**src/rtl/mb32_booth_enc_load.sv**
```systemverilog
// rtl/mb32_booth_enc_load.sv - radix-8 Booth recoder and operand loader, two registered stages.
// Define MBENC_UNSIGNED_EN to treat x and y as unsigned (zero-extended) instead of two's complement.
module mb32_booth_enc_load #(
    parameter int WIDTH     = 32,
    parameter int GROUP_CNT = (WIDTH >> 2) + 3
) (
    input  logic                 CLK,
    input  logic                 RST,
    input  logic [WIDTH-1:0]     x,
    input  logic [WIDTH-1:0]     y,
    input  logic                 in_valid,
    output logic                 in_ready,
    output logic [GROUP_CNT-1:0] s,
    output logic [GROUP_CNT-1:0] d,
    output logic [GROUP_CNT-1:0] t,
    output logic [GROUP_CNT-1:0] q,
    output logic [GROUP_CNT-1:0] n,
    output logic [WIDTH-1:0]     my,
    output logic [WIDTH+1:0]     tmy,
    output logic                 out_valid,
    input  logic                 out_ready
);

    localparam int XW = 3 * GROUP_CNT + 1;

    logic               a_valid;
    logic [WIDTH-1:0]   a_x;
    logic [WIDTH-1:0]   a_y;
    logic [WIDTH+1:0]   a_tmy;

    logic               b_load;
    logic               a_load;
    logic               x_ext;
    logic               y_ext;
    logic [WIDTH+1:0]   y_wide;
    logic [WIDTH+1:0]   tmy_next;
    logic [2*WIDTH:0]   x_wide;
    logic [XW-1:0]      xe;
    logic [3:0]         grp;
    logic [GROUP_CNT-1:0] rec_s, rec_d, rec_t, rec_q, rec_n;

    assign b_load   = !out_valid || out_ready;
    assign a_load   = !a_valid || b_load;
    assign in_ready = a_load;

`ifdef MBENC_UNSIGNED_EN
    assign y_ext = 1'b0;
    assign x_ext = 1'b0;
`else
    assign y_ext = y[WIDTH-1];
    assign x_ext = a_x[WIDTH-1];
`endif

    assign y_wide   = {{2{y_ext}}, y};
    assign tmy_next = y_wide + {y_wide[WIDTH:0], 1'b0};

    // x[-1] = 0 sits at bit 0, so group i is the 4-bit window xe[3i+3:3i].
    assign x_wide = {{WIDTH{x_ext}}, a_x, 1'b0};
    assign xe     = x_wide[XW-1:0];

    always_comb begin
        rec_s = '0;
        rec_d = '0;
        rec_t = '0;
        rec_q = '0;
        rec_n = '0;
        grp   = '0;
        for (int i = 0; i < GROUP_CNT; i++) begin
            grp = xe[3*i +: 4];
            case (grp)
                4'b0001, 4'b0010: rec_s[i] = 1'b1;
                4'b0011, 4'b0100: rec_d[i] = 1'b1;
                4'b0101, 4'b0110: rec_t[i] = 1'b1;
                4'b0111:          rec_q[i] = 1'b1;
                4'b1000: begin rec_q[i] = 1'b1; rec_n[i] = 1'b1; end
                4'b1001, 4'b1010: begin rec_t[i] = 1'b1; rec_n[i] = 1'b1; end
                4'b1011, 4'b1100: begin rec_d[i] = 1'b1; rec_n[i] = 1'b1; end
                4'b1101, 4'b1110: begin rec_s[i] = 1'b1; rec_n[i] = 1'b1; end
                default: ;
            endcase
        end
    end

    always_ff @(posedge CLK or negedge RST) begin
        if (!RST) begin
            a_valid <= 1'b0;
            a_x     <= '0;
            a_y     <= '0;
            a_tmy   <= '0;
        end else if (a_load) begin
            a_valid <= in_valid;
            if (in_valid) begin
                a_x   <= x;
                a_y   <= y;
                a_tmy <= tmy_next;
            end
        end
    end

    always_ff @(posedge CLK or negedge RST) begin
        if (!RST) begin
            out_valid <= 1'b0;
            s         <= '0;
            d         <= '0;
            t         <= '0;
            q         <= '0;
            n         <= '0;
            my        <= '0;
            tmy       <= '0;
        end else if (b_load) begin
            out_valid <= a_valid;
            if (a_valid) begin
                s   <= rec_s;
                d   <= rec_d;
                t   <= rec_t;
                q   <= rec_q;
                n   <= rec_n;
                my  <= a_y;
                tmy <= a_tmy;
            end
        end
    end

endmodule

```
**config.mk**
```make
export PLATFORM = sky130hd
export DESIGN_NAME = mb32_booth_enc_load
export DESIGN_NICKNAME = d
export VERILOG_FILES = /design/src/rtl/mb32_booth_enc_load.sv
export SDC_FILE = /design/constraint.sdc
export NUM_CORES = 1
export LEC_CHECK = 0
export CAP_MARGIN = 20
export CELL_PAD_IN_SITES_DETAIL_PLACEMENT = 1
export CELL_PAD_IN_SITES_GLOBAL_PLACEMENT = 1
export CORE_ASPECT_RATIO = 0.7
export CORE_MARGIN = 1.5
export CORE_UTILIZATION = 36
export CTS_CLUSTER_SIZE = 40
export DETAILED_ROUTE_END_ITERATION = 16
export PLACE_DENSITY = 0.73
export SYNTH_ARGS = -nofsm -noshare
export SYNTH_HDL_FRONTEND = slang
export SYNTH_SLANG_ARGS = --single-unit
```
**constraint.sdc**
```tcl
create_clock -name CLK -period 1.67 [get_ports CLK]
set_input_delay 0.4175 -clock CLK [delete_from_list [all_inputs] [get_ports CLK]]
set_output_delay 0.4175 -clock CLK [all_outputs]
set_load 0.02 [all_outputs]
```
# [Word level (Yosys, flattened, before mapping)]
# Index checks and enable logic that the tools add are counted.
[totals] regBits=221 latch_bits=0 mem_bits_rw=0 mem_bits_ro=0 inputBits=68 out_inout_bits=123 wordCells=275 memories=0
[op_classes] add_sub_neg=1 n_mul=0 n_div=0 n_lt_le_gt_ge=0 eq_ne=147 shift=0 mux=55 bitwise_logic=0 n_reduce_logical=60
[op_table] op="4-bit == test (second input constant)" n=70
[op_table] op="4-bit by 3-bit == test with 1-bit output (second input constant)" n=40
[op_table] op="4-bit OR reduction" n=31
[op_table] op="4-bit by 2-bit == test with 1-bit output (second input constant)" n=20
[op_table] op="7-bit OR reduction" n=10
[op_table] op="1-bit 2-to-1 mux" n=55
[op_table] op="4-bit by 1-bit == test with 1-bit output (second input constant)" n=10
[op_table] op="32-bit by 33-bit adder with 34-bit output" n=1
[op_table] op="2-bit OR reduction" n=13
[op_table] op="3-bit == test (second input constant)" n=4
[op_table] op="3-bit by 2-bit == test with 1-bit output (second input constant)" n=2
[op_table] op="2-bit AND reduction" n=2
[op_table] op="3-bit by 1-bit == test with 1-bit output (second input constant)" n=1
[op_table] op="1-bit logical NOT" n=2
[op_table] op="1-bit logical OR" n=2

# [Longest topological paths before layout]
[logic_depth] word_depth=4 mapped_depth=10 ltp_nobuf=10

# [Least setup slack after synthesis]
# OpenSTA, ideal clock, no wires.
[synth_timing] path_type="input to register" startpoint="input y[0]" endpoint="register a_tmy[27]" setup_ps=69 arrival_ps=2224 slack_ps=-622 path_stages=10 path_buffers=0 cell_sequence="ha_1 -> inv_1 -> fa_1 -> nor2b_1 -> o211ai_1 -> a31oi_2 -> o31a_2 -> o21ai_1 -> or4_1 -> nand3_1"
[synth_between] elab_chain_len=1
[synth_lines] item="start: declaration" line="10" source="input logic [WIDTH-1:0] y,"
[synth_lines] item="32-bit by 33-bit adder with 34-bit output" line="55" source="assign tmy_next = y_wide + {y_wide[WIDTH:0], 1'b0};"
[synth_lines] item="end signal: assignment" line="95" source="a_tmy <= tmy_next;"
[synth_lines] item="end: declaration" line="29" source="logic [WIDTH+1:0] a_tmy;"
# No other way between the ends.
# A chain may end at the register's enable or synchronous reset.

# [Worst setup path in the final report]
[layout_timing] startpoint="input y[1]" endpoint="register a_tmy[23]"
# Same word-level chain as after synthesis.

==> flow_summary_export.csv <==
group,metric,value,unit
outcome,status,"complete, but fails checks",
outcome,failed_checks,"setup timing",
yosys,synth_edf_count,0,
sta,max_slew_margin,0.547,
place,gp_congestion,0.885,
yosys,synth_top_area_frac,0.523,
drt,dr_total_vias,9014,
critical_path,cp.required,2.07,ns
yosys,yosysTopAreaCell,"dfrtp_1",
clocking,cts.sinks,215,
yosys,syn_area,10300,um2
yosys,synth_cell_types,65,
layout,stdcell_area,15400,um2
floorplan,pin_count,191,
yosys,ys_ff_latch,215,
sta,fin_crit,2.13,ns
worst_hold_path,whs_path_depth,3,
yosys,seq_area_frac_synth,0.523,
drt,drcViolationCount,0,
pwr,clkPwrFrac,0.319,
pwr,combPwrFrac,0.306,
sta,setup_tns,-7.72,ns
sta,max_freq,0.469,GHz
layout,fillers,3077,
global_route,overflow,0,
floorplan,die_area,29600,um2
sta,setup_ws,-0.464,ns
clocking,numCtsBuffers,25,
global_route,grt_pass1_wl,52300,um
floorplan,rows,51,
drt,wl,33000,um
place,hpwl,23600,um
pwr,switching_share,0.327,
floorplan,coreArea,27900,um2
sta,setup_viol,25,
sta,fin_crit_sh,1.28,
critical_path,worstPathMaxFanout,4,
yosys,avgSynthCellArea,9.57,um2
yosys,async_reset_ff_frac,1.00,
critical_path,start_kind,"input port",
drt,drt_iter0_drc,435,
clocking,ctsHtreeMaxLevel,1,
clocking,cts_tree,"yes",
critical_path,cp-end-kind,"flip-flop",
sta,worstMarginPinSlew,0.675,ns
yosys,yosysMostFrequentCell,"nand2_1",
critical_path,r2r_cells,6,
drt,dr.pass1.iters,4,
global_route,grt_max_degree,47,
yosys,netlist_instances,1076,
run,maxCapViolCount,0,
floorplan,initial_core_util,0.368,
drt,routedWlPerCell,18.5,um
clocking,clk_path_buf_depth,3,
drt,routed_via_density,5.04,
global_route,track_usage,0.223,
worst_hold_path,hp-class,"input port to flip-flop",
layout,syn_to_final_growth,49.9,%
clocking,worstSkewPairLatency,0.52,ns
floorplan,die_h,144,um
layout,final_nets,1497,
layout,drive_above_1_share,0.306,
critical_path,worstPathArrival,2.54,ns
sta,rsz0062_at_grt,"true",
yosys,yosys_warnings,0,
sta,slew_violations,0,
pwr,power_switching,0.00623,W
sta,skew,0.00794,ns
yosys,ys.flop_type,"dfrtp_1",
clocking,clk_pin_slew_worst_paths,0.07,ns
pwr,max-vdd-ir-drop,0.000649,V
global_route,grt_pass1_vias,9595,
pwr,pwr-share-seq,0.375,
yosys,ys_top_cells_by_area,"dfrtp_1 (52%), nand2_1 (11%), mux2_2 (7.1%)",
drt,final_antenna_net_count,0,
global_route,antenna_found_initial,1,
place,placed_area,14000,um2
pwr,internal-power,0.0128,W
place,io_buffer_count,188,
clocking,root_buffer,"clkbuf_16",
yosys,netlist_top_cells_count,"nand2_1 (306), dfrtp_1 (215), o21ai_0 (86), mux2_2 (65), clkbuf_1 (46)",
pwr,p_leak,7.06,nW
critical_path,crit_type,"input port to flip-flop",
floorplan,fp.dieW,205,um
sta,hold_viol,0,
pwr,powerDensity,1230,nW/um2
## worst max-delay path: stages
cell,delay [ns]
buf_8,0.10
ha_4,0.15
inv_2,0.05
fa_2,0.21
nor2b_2,0.05
o211ai_1,0.32
a31oi_4,0.21
o31a_4,0.42
buf_6,0.12
o21ai_2,0.13
buf_4,0.13
xor2_1,0.12
o21ai_1,0.10
## metal layers
layer / up-vias / part of all wire / track usage
met5: - / 0 / 0
met3: 45 / 0.042 / 0.0356
met4: 0 / 0.021 / 0.0473
met2: 181 / 0.46 / 0.359
li1: 4297 / - / -
met1: 4491 / 0.48 / 0.319
## worst paths after layout
path / slack (ns) / endpoint / from
min: 0.14 / a_y[0]$_DFFE_PN0P_ / y[0]
max: -0.46 / a_tmy[23]$_DFFE_PN0P_ / y[1]
min in group asynchronous: 0.40 / my[5]$_DFFE_PN0P_ / RST
max in group asynchronous: 0.70 / my[27]$_DFFE_PN0P_ / RST
min reg2reg: 0.48 / a_y[11]$_DFFE_PN0P_ / a_y[11]$_DFFE_PN0P_
max reg2reg: -0.01 / a_tmy[29]$_DFFE_PN0P_ / out_valid$_DFFE_PN0P_
## metrics by stage
| step | utilization | std cells | total power [W] | setup slack, ns | hold WS (ns) |
|---|---|---|---|---|---|
| 5_1_grt | 0.552 | 1787 | 0.0201 | -0.546 | 0.121 |
| 3_5_place_dp | 0.500 | 1714 | 0.0132 | -1.42 | 0.366 |
| 6_report | 0.552 | 1787 | 0.0190 | -0.464 | 0.138 |
| 2_1_floorplan | - | 1077 | 0.0101 | -0.490 | 0.122 |
| 4_1_cts | 0.544 | 1778 | 0.0191 | -0.459 | 0.121 |
| 3_3_place_gp | 0.500 | 1714 | 0.0130 | -1.33 | 0.364 |
## final cells by class
cell class | instances | area, um2 | area share
antenna | 1 | 2.50 | 0.000162
clock buffer | 32 | 682 | 0.0442
clock inverter | 13 | 221 | 0.0143
inverter | 16 | 60.1 | 0.00389
multi-input combinational | 781 | 5380 | 0.348
sequential | 215 | 5380 | 0.349
tap | 371 | 464 | 0.0301
timing repair buffer | 358 | 3250 | 0.210
## cell families (layout without fill, tap and decap cells)
| kind of cell | Yosys count | count (layout) | synth area share |
|---|---|---|---|
| AO/OA/AOI/OAI | 204 | 204 | 0.119 |
| adder cells (fa/ha/maj) | 32 | 32 | 0.0396 |
| multiplexers | 66 | 66 | 0.0721 |
| flip-flops | 215 | 215 | 0.523 |
| other | 1 | 3 | 0.000364 |
| buffers and inverters | 81 | 419 | 0.0326 |
| AND/OR/NAND/NOR | 436 | 436 | 0.179 |
| XOR/XNOR | 41 | 41 | 0.0349 |
## power by group through the flow
stage,combinational [W],clock [W],sequential (W)
6_report,0.00583,0.00607,0.00715
5_1_grt,0.00632,0.00643,0.00731
4_1_cts,0.00571,0.00622,0.00715
3_5_place_dp,0.00595,0,0.00725
3_3_place_gp,0.00580,0,0.00720
2_1_floorplan,0.00219,0,0.00789
## timing repair
action                                  CTS  global route
pin swaps                                53            39
buffers inserted                         19            12
hold buffers                              1             0
endpoints found under the setup margin  149            95
hold endpoints to repair                 37             0
gates resized for setup                 343           102
## layout by cell type, fill, tap and decap left out, types with 7 or more instances in the layout
master / netlist / routed
nand2_1: 306 / 304
dfrtp_1: 215 / 215
buf_4: 7 / 144
clkdlybuf4s15_1: 0 / 73
mux2_2: 65 / 65
o21ai_0: 86 / 62
nor2_1: 42 / 39
clkdlybuf4s50_1: 0 / 37
a21oi_1: 44 / 29
ha_4: 0 / 29
dlygate4sd2_1: 0 / 27
clkbuf_16: 0 / 25
o21ai_1: 8 / 24
nand3_1: 26 / 23
xnor2_1: 23 / 20
xor2_1: 18 / 18
clkdlybuf4s15_2: 0 / 18
inv_1: 16 / 14
buf_2: 3 / 14
buf_12: 0 / 14
clkbuf_2: 1 / 13
nand4_1: 12 / 12
a21oi_2: 1 / 12
o31ai_1: 14 / 12
buf_6: 0 / 12
o21a_1: 11 / 11
a31oi_1: 8 / 8
o21ai_2: 0 / 7
## flip-flops by register name, summed over array words and instances, names as in the netlist
register	count
my	32
t	10
a_y	32
d	11
n	11
a_valid	1
tmy	32
a_tmy	32
a_x	32
s	11
out_valid	1
q	10
(Power assumes the default switching activity.)
